`src/rtl/serial_alu_engine.sv`:
```
// rtl/serial_alu_engine.sv - bit-serial ALU engine with valid/ready request and result handshakes
//
// Purpose: accepts one WIDTH-bit operation per request, runs it LSB-first through a
// 1-bit full-adder/logic slice (one bit per clock) and presents the assembled result
// with zero/carry/overflow flags.
//
// Optional feature macro: SERIAL_ALU_FLAGS_EN
//   defined     - zero_o/carry_o/overflow_o computed and registered on DONE entry
//   not defined - flag logic omitted, flag outputs tied to 0
//
// Ports:
//   clk_i            clock, all state updates on rising edge
//   reset_i          synchronous active-high reset
//   start_valid_i    operation request valid
//   start_ready_o    engine idle and able to accept a request
//   op_i[2:0]        000 MOV, 001 ADD, 010 SUB, 011 AND, 100 OR, 101 XOR, 110 NOT a, 111 NOR
//   a_i, b_i         operands, sampled only at the accepting edge
//   result_o         assembled result register (meaningful while result_valid_o)
//   result_valid_o   result and flags valid
//   result_ready_i   consumer accepts result
//   zero_o           result == 0
//   carry_o          final carry out (ADD/SUB/MOV only; SUB carry=1 means no borrow)
//   overflow_o       signed overflow (carry into MSB xor carry out of MSB)

module serial_alu_engine #(
   parameter int WIDTH = 32
) (
   input  logic             clk_i,
   input  logic             reset_i,
   input  logic             start_valid_i,
   output logic             start_ready_o,
   input  logic [2:0]       op_i,
   input  logic [WIDTH-1:0] a_i,
   input  logic [WIDTH-1:0] b_i,
   output logic [WIDTH-1:0] result_o,
   output logic             result_valid_o,
   input  logic             result_ready_i,
   output logic             zero_o,
   output logic             carry_o,
   output logic             overflow_o
);

   localparam int CNT_W = $clog2(WIDTH);
   localparam logic [CNT_W-1:0] LAST_BIT = CNT_W'(WIDTH - 1);

   localparam logic [2:0] OP_MOV = 3'b000;
   localparam logic [2:0] OP_ADD = 3'b001;
   localparam logic [2:0] OP_SUB = 3'b010;
   localparam logic [2:0] OP_AND = 3'b011;
   localparam logic [2:0] OP_OR  = 3'b100;
   localparam logic [2:0] OP_XOR = 3'b101;
   localparam logic [2:0] OP_NOT = 3'b110;

   typedef enum logic [1:0] {
      S_IDLE = 2'd0,
      S_RUN  = 2'd1,
      S_DONE = 2'd2
   } state_t;

   state_t           state_q, state_d;
   logic [WIDTH-1:0] a_sh_q, a_sh_d;
   logic [WIDTH-1:0] b_sh_q, b_sh_d;
   logic [2:0]       op_q, op_d;
   logic [CNT_W-1:0] cnt_q, cnt_d;
   logic             cy_q, cy_d;
   logic [WIDTH-1:0] result_q, result_d;

   // 1-bit slice signals
   logic             arith;
   logic             a_bit;
   logic             b_bit;
   logic             sum_bit;
   logic             cout_bit;
   logic             slice_bit;
   logic [WIDTH-1:0] res_shift;

   always_comb begin
      arith    = (op_q == OP_MOV) || (op_q == OP_ADD) || (op_q == OP_SUB);
      a_bit    = a_sh_q[0];
      // MOV is a+0 and SUB is a+~b+1 (the +1 comes from the carry FF preset at accept)
      case (op_q)
         OP_SUB:  b_bit = ~b_sh_q[0];
         OP_MOV:  b_bit = 1'b0;
         default: b_bit = b_sh_q[0];
      endcase
      sum_bit  = a_bit ^ b_bit ^ cy_q;
      cout_bit = (a_bit & b_bit) | (a_bit & cy_q) | (b_bit & cy_q);
      case (op_q)
         OP_AND:  slice_bit = a_bit & b_bit;
         OP_OR:   slice_bit = a_bit | b_bit;
         OP_XOR:  slice_bit = a_bit ^ b_bit;
         OP_NOT:  slice_bit = ~a_bit;
         OP_MOV, OP_ADD, OP_SUB: slice_bit = sum_bit;
         default: slice_bit = ~(a_bit | b_bit);
      endcase
      // new bit enters at the MSB so after WIDTH shifts bit 0 lands at the LSB
      res_shift = {slice_bit, result_q[WIDTH-1:1]};
   end

`ifdef SERIAL_ALU_FLAGS_EN
   logic zero_q, zero_d;
   logic carry_q, carry_d;
   logic ovf_q, ovf_d;
`endif

   always_comb begin
      state_d  = state_q;
      a_sh_d   = a_sh_q;
      b_sh_d   = b_sh_q;
      op_d     = op_q;
      cnt_d    = cnt_q;
      cy_d     = cy_q;
      result_d = result_q;
`ifdef SERIAL_ALU_FLAGS_EN
      zero_d   = zero_q;
      carry_d  = carry_q;
      ovf_d    = ovf_q;
`endif
      case (state_q)
         S_IDLE: begin
            if (start_valid_i) begin
               a_sh_d  = a_i;
               b_sh_d  = b_i;
               op_d    = op_i;
               cnt_d   = '0;
               cy_d    = (op_i == OP_SUB);
               state_d = S_RUN;
            end
         end
         S_RUN: begin
            result_d = res_shift;
            cy_d     = arith & cout_bit;
            a_sh_d   = a_sh_q >> 1;
            b_sh_d   = b_sh_q >> 1;
            cnt_d    = cnt_q + CNT_W'(1);
            if (cnt_q == LAST_BIT) begin
               state_d = S_DONE;
`ifdef SERIAL_ALU_FLAGS_EN
               zero_d  = (res_shift == '0);
               carry_d = arith & cout_bit;
               // cy_q is the carry into the MSB at this point
               ovf_d   = arith & (cy_q ^ cout_bit);
`endif
            end
         end
         S_DONE: begin
            if (result_ready_i) begin
               state_d = S_IDLE;
            end
         end
         default: state_d = S_IDLE;
      endcase
   end

   always_ff @(posedge clk_i) begin
      if (reset_i) begin
         state_q  <= S_IDLE;
         a_sh_q   <= '0;
         b_sh_q   <= '0;
         op_q     <= '0;
         cnt_q    <= '0;
         cy_q     <= 1'b0;
         result_q <= '0;
      end else begin
         state_q  <= state_d;
         a_sh_q   <= a_sh_d;
         b_sh_q   <= b_sh_d;
         op_q     <= op_d;
         cnt_q    <= cnt_d;
         cy_q     <= cy_d;
         result_q <= result_d;
      end
   end

`ifdef SERIAL_ALU_FLAGS_EN
   always_ff @(posedge clk_i) begin
      if (reset_i) begin
         zero_q  <= 1'b0;
         carry_q <= 1'b0;
         ovf_q   <= 1'b0;
      end else begin
         zero_q  <= zero_d;
         carry_q <= carry_d;
         ovf_q   <= ovf_d;
      end
   end

   assign zero_o     = zero_q;
   assign carry_o    = carry_q;
   assign overflow_o = ovf_q;
`else
   assign zero_o     = 1'b0;
   assign carry_o    = 1'b0;
   assign overflow_o = 1'b0;
`endif

   assign start_ready_o  = (state_q == S_IDLE);
   assign result_valid_o = (state_q == S_DONE);
   assign result_o       = result_q;

endmodule
```
`config.mk`:
```
export PLATFORM = sky130hd
export DESIGN_NAME = serial_alu_engine
export DESIGN_NICKNAME = d
export VERILOG_FILES = /design/src/rtl/serial_alu_engine.sv
export SDC_FILE = /design/constraint.sdc
export NUM_CORES = 1
export LEC_CHECK = 0
export ABC_AREA = 1
export CELL_PAD_IN_SITES_DETAIL_PLACEMENT = 0
export CELL_PAD_IN_SITES_GLOBAL_PLACEMENT = 1
export CORE_ASPECT_RATIO = 1.5
export CORE_MARGIN = 1
export CORE_UTILIZATION = 35
export DETAILED_ROUTE_END_ITERATION = 12
export PLACE_DENSITY = 0.81
export SLEW_MARGIN = 20
export SYNTH_ARGS = -nofsm -noshare
export SYNTH_HDL_FRONTEND = slang
export SYNTH_SLANG_ARGS = --single-unit
```
`constraint.sdc`:
```
create_clock -name clk_i -period 2.1 [get_ports clk_i]
set_input_delay 0.63 -clock clk_i [delete_from_list [all_inputs] [get_ports clk_i]]
set_output_delay 0.63 -clock clk_i [all_outputs]
set_load 0.005 [all_outputs]
```
* After elaboration in Yosys (flattened, before gate mapping) *
Cells that the tools add are included.
W data, S select, Z words.

operators by class
  $add $sub $neg = 1
  equal/unequal tests = 13
  mux-type cells = 14
  bitwise gates (word level) = 12
  reduce and logical (&&, ||, !) cells = 9

operators with widths
  cell                   number
  $pmux W32 S2           2
  $mux W32               2
  $pmux W5 S2            1
  $eq A3 B2 Y1 const B   3
  $eq A3 B3 Y1 const B   3
  $mux W2                3
  $pmux W2 S3            1
  $add A5 B1 Y5 const B  1
  $eq A5 B5 Y1 const B   1
  $mux W5                1
  $pmux W1 S5            1
  $and A1 B1 Y1          4
  $ne A2 B2 Y1 const B   2
  $pmux W1 S2            2
  $reduce_and A2 Y1      2
  $eq A3 B1 Y1 const B   1
  $logic_not A3 Y1       1
  $not A1 Y1             3
  $or A1 B1 Y1           3
  $reduce_and A3 Y1      1
  $reduce_or A3 Y1       1
  $eq A2 B1 Y1 const B   1
  $eq A2 B2 Y1 const B   1
  $logic_not A2 Y1       1
  5 further kinds        7

storage, ports and cells
  register bits after elaboration = 107
  output and inout port bits = 37
  word-level logic and storage cells = 56

* Depth between registers and ports, before layout *
Gate-level depths: netlist of the first run.

  depth after elaboration = 7
  depth in mapped cells = 13
  mapped depth without buffers = 13

* Least setup slack after synthesis of the first run *
OpenSTA, ideal clock, no wires.

  kind = reg2reg
  start = register op_q[1]
  end = register result_q[31] (netlist: result_o[31])
  data arrival time = 1.422 ns
  setup slack = 0.559 ns
  cell stages (with the launch flop) = 12
  buffers on the path = 0
  period minus slack after synthesis = 1.541 ns
  cell sequence = dfxtp_1 > inv_1 > nor2_1 > nand2_1 > nand2_1 > inv_1 > fa_1 > nor2_1 > nor2_1 > nand2_1 > nand2_1 > a21oi_1

on the way
  longest elaborated chain between the ends = 5

ends and longest elaborated chain
  element                                           RTL line  RTL
  start: declaration                                63        logic [2:0] op_q, op_d;
  start signal: assignment                          168       op_q <= op_d;
  $eq A3 B2 Y1 or $logic_not A3 Y1 (tied branches)  81, 88
  $pmux W1 S2                                       81        case (op_q)
  $xor A1 B1 Y1 or $or A1 B1 Y1 (tied branches)     -
  $xor A1 B1 Y1 or $not A1 Y1 (tied branches)       86, 94
  $pmux W1 S5 *                                     88        case (op_q)
  end signal: assignment                            171       result_q <= result_d;
  end: declaration                                  66        logic [WIDTH-1:0] result_q, result_d;

Mark *: on every way between the ends. The rest lies on a longest branch, timed or not.
A chain may end at the register's enable or synchronous reset.

* Worst setup path in the final report of the first run *
  start = register state_q[0]
  end = output port start_ready_o

on the way
  longest elaborated chain between the ends = 1

ends and longest elaborated chain
  element                   RTL line  RTL
  start: declaration        60        state_t state_q, state_d;
  start signal: assignment  165       state_q <= state_d;
  $logic_not A2 Y1          197       assign start_ready_o = (state_q == S_IDLE);
  end: declaration          31        output logic start_ready_o,

Every way passes these cells.

==> out/metrics.cfg, run 1 <==
[run_status]
outcome = finished, final reports clean

[die]
initial_utilization_pct = 36.00
core_area_sq_um = 13020
ioPinCount = 108
die_x_microns = 96.48
die-area_sq_um = 13860
die_y_microns = 143.7
fp-row-count = 51

[critical_path]
cp-start-kind = flop
crit_fanout = 3
critPathCaptureType = output port
arrival_ns = 1.38
cp.required_ns = 1.47
crit_type = reg -> out

[cts]
numCtsBuffers = 9
hold_buffers = 0
htreeDepth = 3
clock-root-buffer = clkbuf_16
clkTransAtPathRegs_ns = 0.07
clock_path_buffers = 2
cts_tree = yes
clkLatencyLatePin_ns = 0.34
clock_sinks = 107
cts_setup_buffers = 0

[grt]
grt_busiest_layer = met2
antenna_found_initial = 0
overflow = 0
track_usage_pct = 16.12
use_met2_pct = 28.02
grt_start_max_net_pins = 69
grt_pass1_vias = 3920
grt_pass1_wl_mm = 17.57
grtUsageMet1_pct = 18.82
grt_util_met3_pct = 3.968

[yosys]
yosysSeqAreaShare_pct = 45.71
avgSynthCellArea_sq_um = 7.176
synth_top_family_by_area = compound AO/OA/AOI/OAI gates
synth-simple-area-share_pct = 14.71
ys_types = 24
synth_xor_area_share_pct = 0
ys_ff_latch = 107
synthAdderAreaFrac_pct = 1.228
yosysWarnings = 0
syn_inst = 653
netlist_area_sq_um = 4686
synth_compound_area_share_pct = 25.71
synth.area.mux_share_pct = 0

[route]
totalWireLength_mm = 10.89
num_vias = 4323
vias_per_cell = 4.819
drtIter0Drc = 228
drt-pass1-iter-count = 4
wl_per_cell_microns = 12.14
drtAntennaViolNets = 0
route.detailed.drc = 0

[place]
finalWeightedCongestion = 0.7251
placed_cell_area_sq_um = 5782
io_buffers = 104
hpwlAfterDp_mm = 7.209

[timing]
setup_viol_count_final = 0
fmax_mhz = 496.9
hold_viol = 0
min_period_over_period_pct = 95.83
finalClockSkew_ns = 0.007396
setup_tns_ns = 0
fin_crit_ns = 2.013
rsz0062_at_grt = no
drv_slew = 0

[final_layout]
drive_gt1_share_pct = 4.607
fin_nets = 808
syn_to_final_growth_pct = 30.17
layout_commonest_cell = o21ai_0
final_cell_mix = 129 x o21ai_0, 107 x dfxtp_1, 103 x clkdlybuf4s50_1, 93 x nand2_1, 77 x a21oi_1
design_area_sq_um = 6100
n_antenna_cell = 0

[pwr]
p_leak_nw = 2.477
peakVddDrop_uv = 346.9
p_per_area_nw_per_um2 = 815.1

[run]
drv_cap = 0

[hold_path]
min_path_type = reg -> reg

==> cell type report <==
class,count,area [sq um]
Clock buffer,13,270.3
Timing Repair Buffer,116,1184
Inverter,77,291.5
Tap cell,159,198.9
Fill cell,1314,6918
Sequential cell,107,2142
Multi-Input combinational cell,422,1968
Clock inverter,3,45.04
==> Yosys cell counts (all sizes together) <==
cell type / instances / area (sq um)
nand3: 4 / 20.02
o21a: 1 / 7.510
ha: 3 / 37.54
a31oi: 1 / 6.260
a21oi: 77 / 385.4
inv: 77 / 291.5
conb: 1 / 3.750
dfxtp: 107 / 2142
fa: 1 / 20.02
nor3: 3 / 15.01
buf: 30 / 225.2
nor2: 73 / 292.8
o21ai: 161 / 805.8
clkbuf: 19 / 71.32
nand2: 95 / 361.6
==> what timing repair did <==
item | in CTS | in global routing
gates resized for setup | 0 | 1
hold endpoints to repair | 0 | 0
setup endpoints to repair | 0 | 1
==> sequential cells by signal, summed over array words and instances (netlist names) <==
signal and cells:
b_sh_q 32, cy_q 1, cnt_q 5, op_q 3, state_q 2, result_o 32
a_sh_q 32
==> where the power goes <==
group / internal [W] / total, W / switching [W]
combinational: 0.000430 / 0.000911 / 0.000482
clock: 0.00102 / 0.00175 / 0.000728
sequential: 0.00222 / 0.00231 / 0.0000839
total: 0.00368 / 0.00497 / 0.00129
==> layer usage <==
metal / part of all wire [%] / vias up
li1: - / 2256
met1: 43 / 1980
met2: 51 / 81
met3: 5.1 / 6
met4: 1.1 / 0
met5: 0 / -
==> cell families (layout without fill, tap and decap cells) <==
logic type | after synthesis | in the layout
AOI/OAI and AO/OA | 240 | 240
adders and majority gates | 4 | 4
buffers and inverters | 126 | 209
DFF | 107 | 107
other | 1 | 3
and+or+nand+nor | 175 | 175
==> critical path: stages (launching register included) <==
cell and delay (ns):
dfxtp_1 0.36, nor2_2 0.16, clkdlybuf4s50_1 0.53
==> final timing paths <==
kind               from       endpoint  slack (ns)  depth (start not counted)
max reg2reg     op_q[1]   result_o[31]        0.37                         11
max          state_q[0]  start_ready_o        0.09                          2
min          a_sh_q[12]     a_sh_q[12]        0.45                          2
min reg2reg  a_sh_q[12]     a_sh_q[12]        0.45                          2
==> stage by stage <==
step                utilization [%]  instances  worst slack [ns]  power [W]  hold WS, ns
floorplan                         -        655            0.5589   0.002922       0.4245
global placement              44.42        881            0.2157   0.003244       0.4318
detailed placement            44.42        881            0.1796   0.003270       0.4396
CTS                           46.84        897           0.01818   0.005046       0.4489
global route                  46.86        897           0.02095   0.005255       0.4655
finish                        46.86        897           0.08749   0.004972       0.4456
No activity file was read; power rests on OpenSTA's default activity.
==> run 2, diff against run 1 <==
--- a/config.mk
+++ b/config.mk
@@ -17,3 +17,4 @@
 export SYNTH_ARGS = -nofsm -noshare
 export SYNTH_HDL_FRONTEND = slang
 export SYNTH_SLANG_ARGS = --single-unit
+export TNS_END_PERCENT = 1
==> results of run 2 <==
Final layout, timing and power as in run 1 (identical DEF).
==> run 3, diff against run 2 <==
--- a/config.mk
+++ b/config.mk
@@ -13,6 +13,7 @@
 export CORE_UTILIZATION = 35
 export DETAILED_ROUTE_END_ITERATION = 12
 export PLACE_DENSITY = 0.81
+export SKIP_LAST_GASP = 1
 export SLEW_MARGIN = 20
 export SYNTH_ARGS = -nofsm -noshare
 export SYNTH_HDL_FRONTEND = slang
==> results of run 3 <==
Final layout, timing and power as in run 1 (identical DEF).
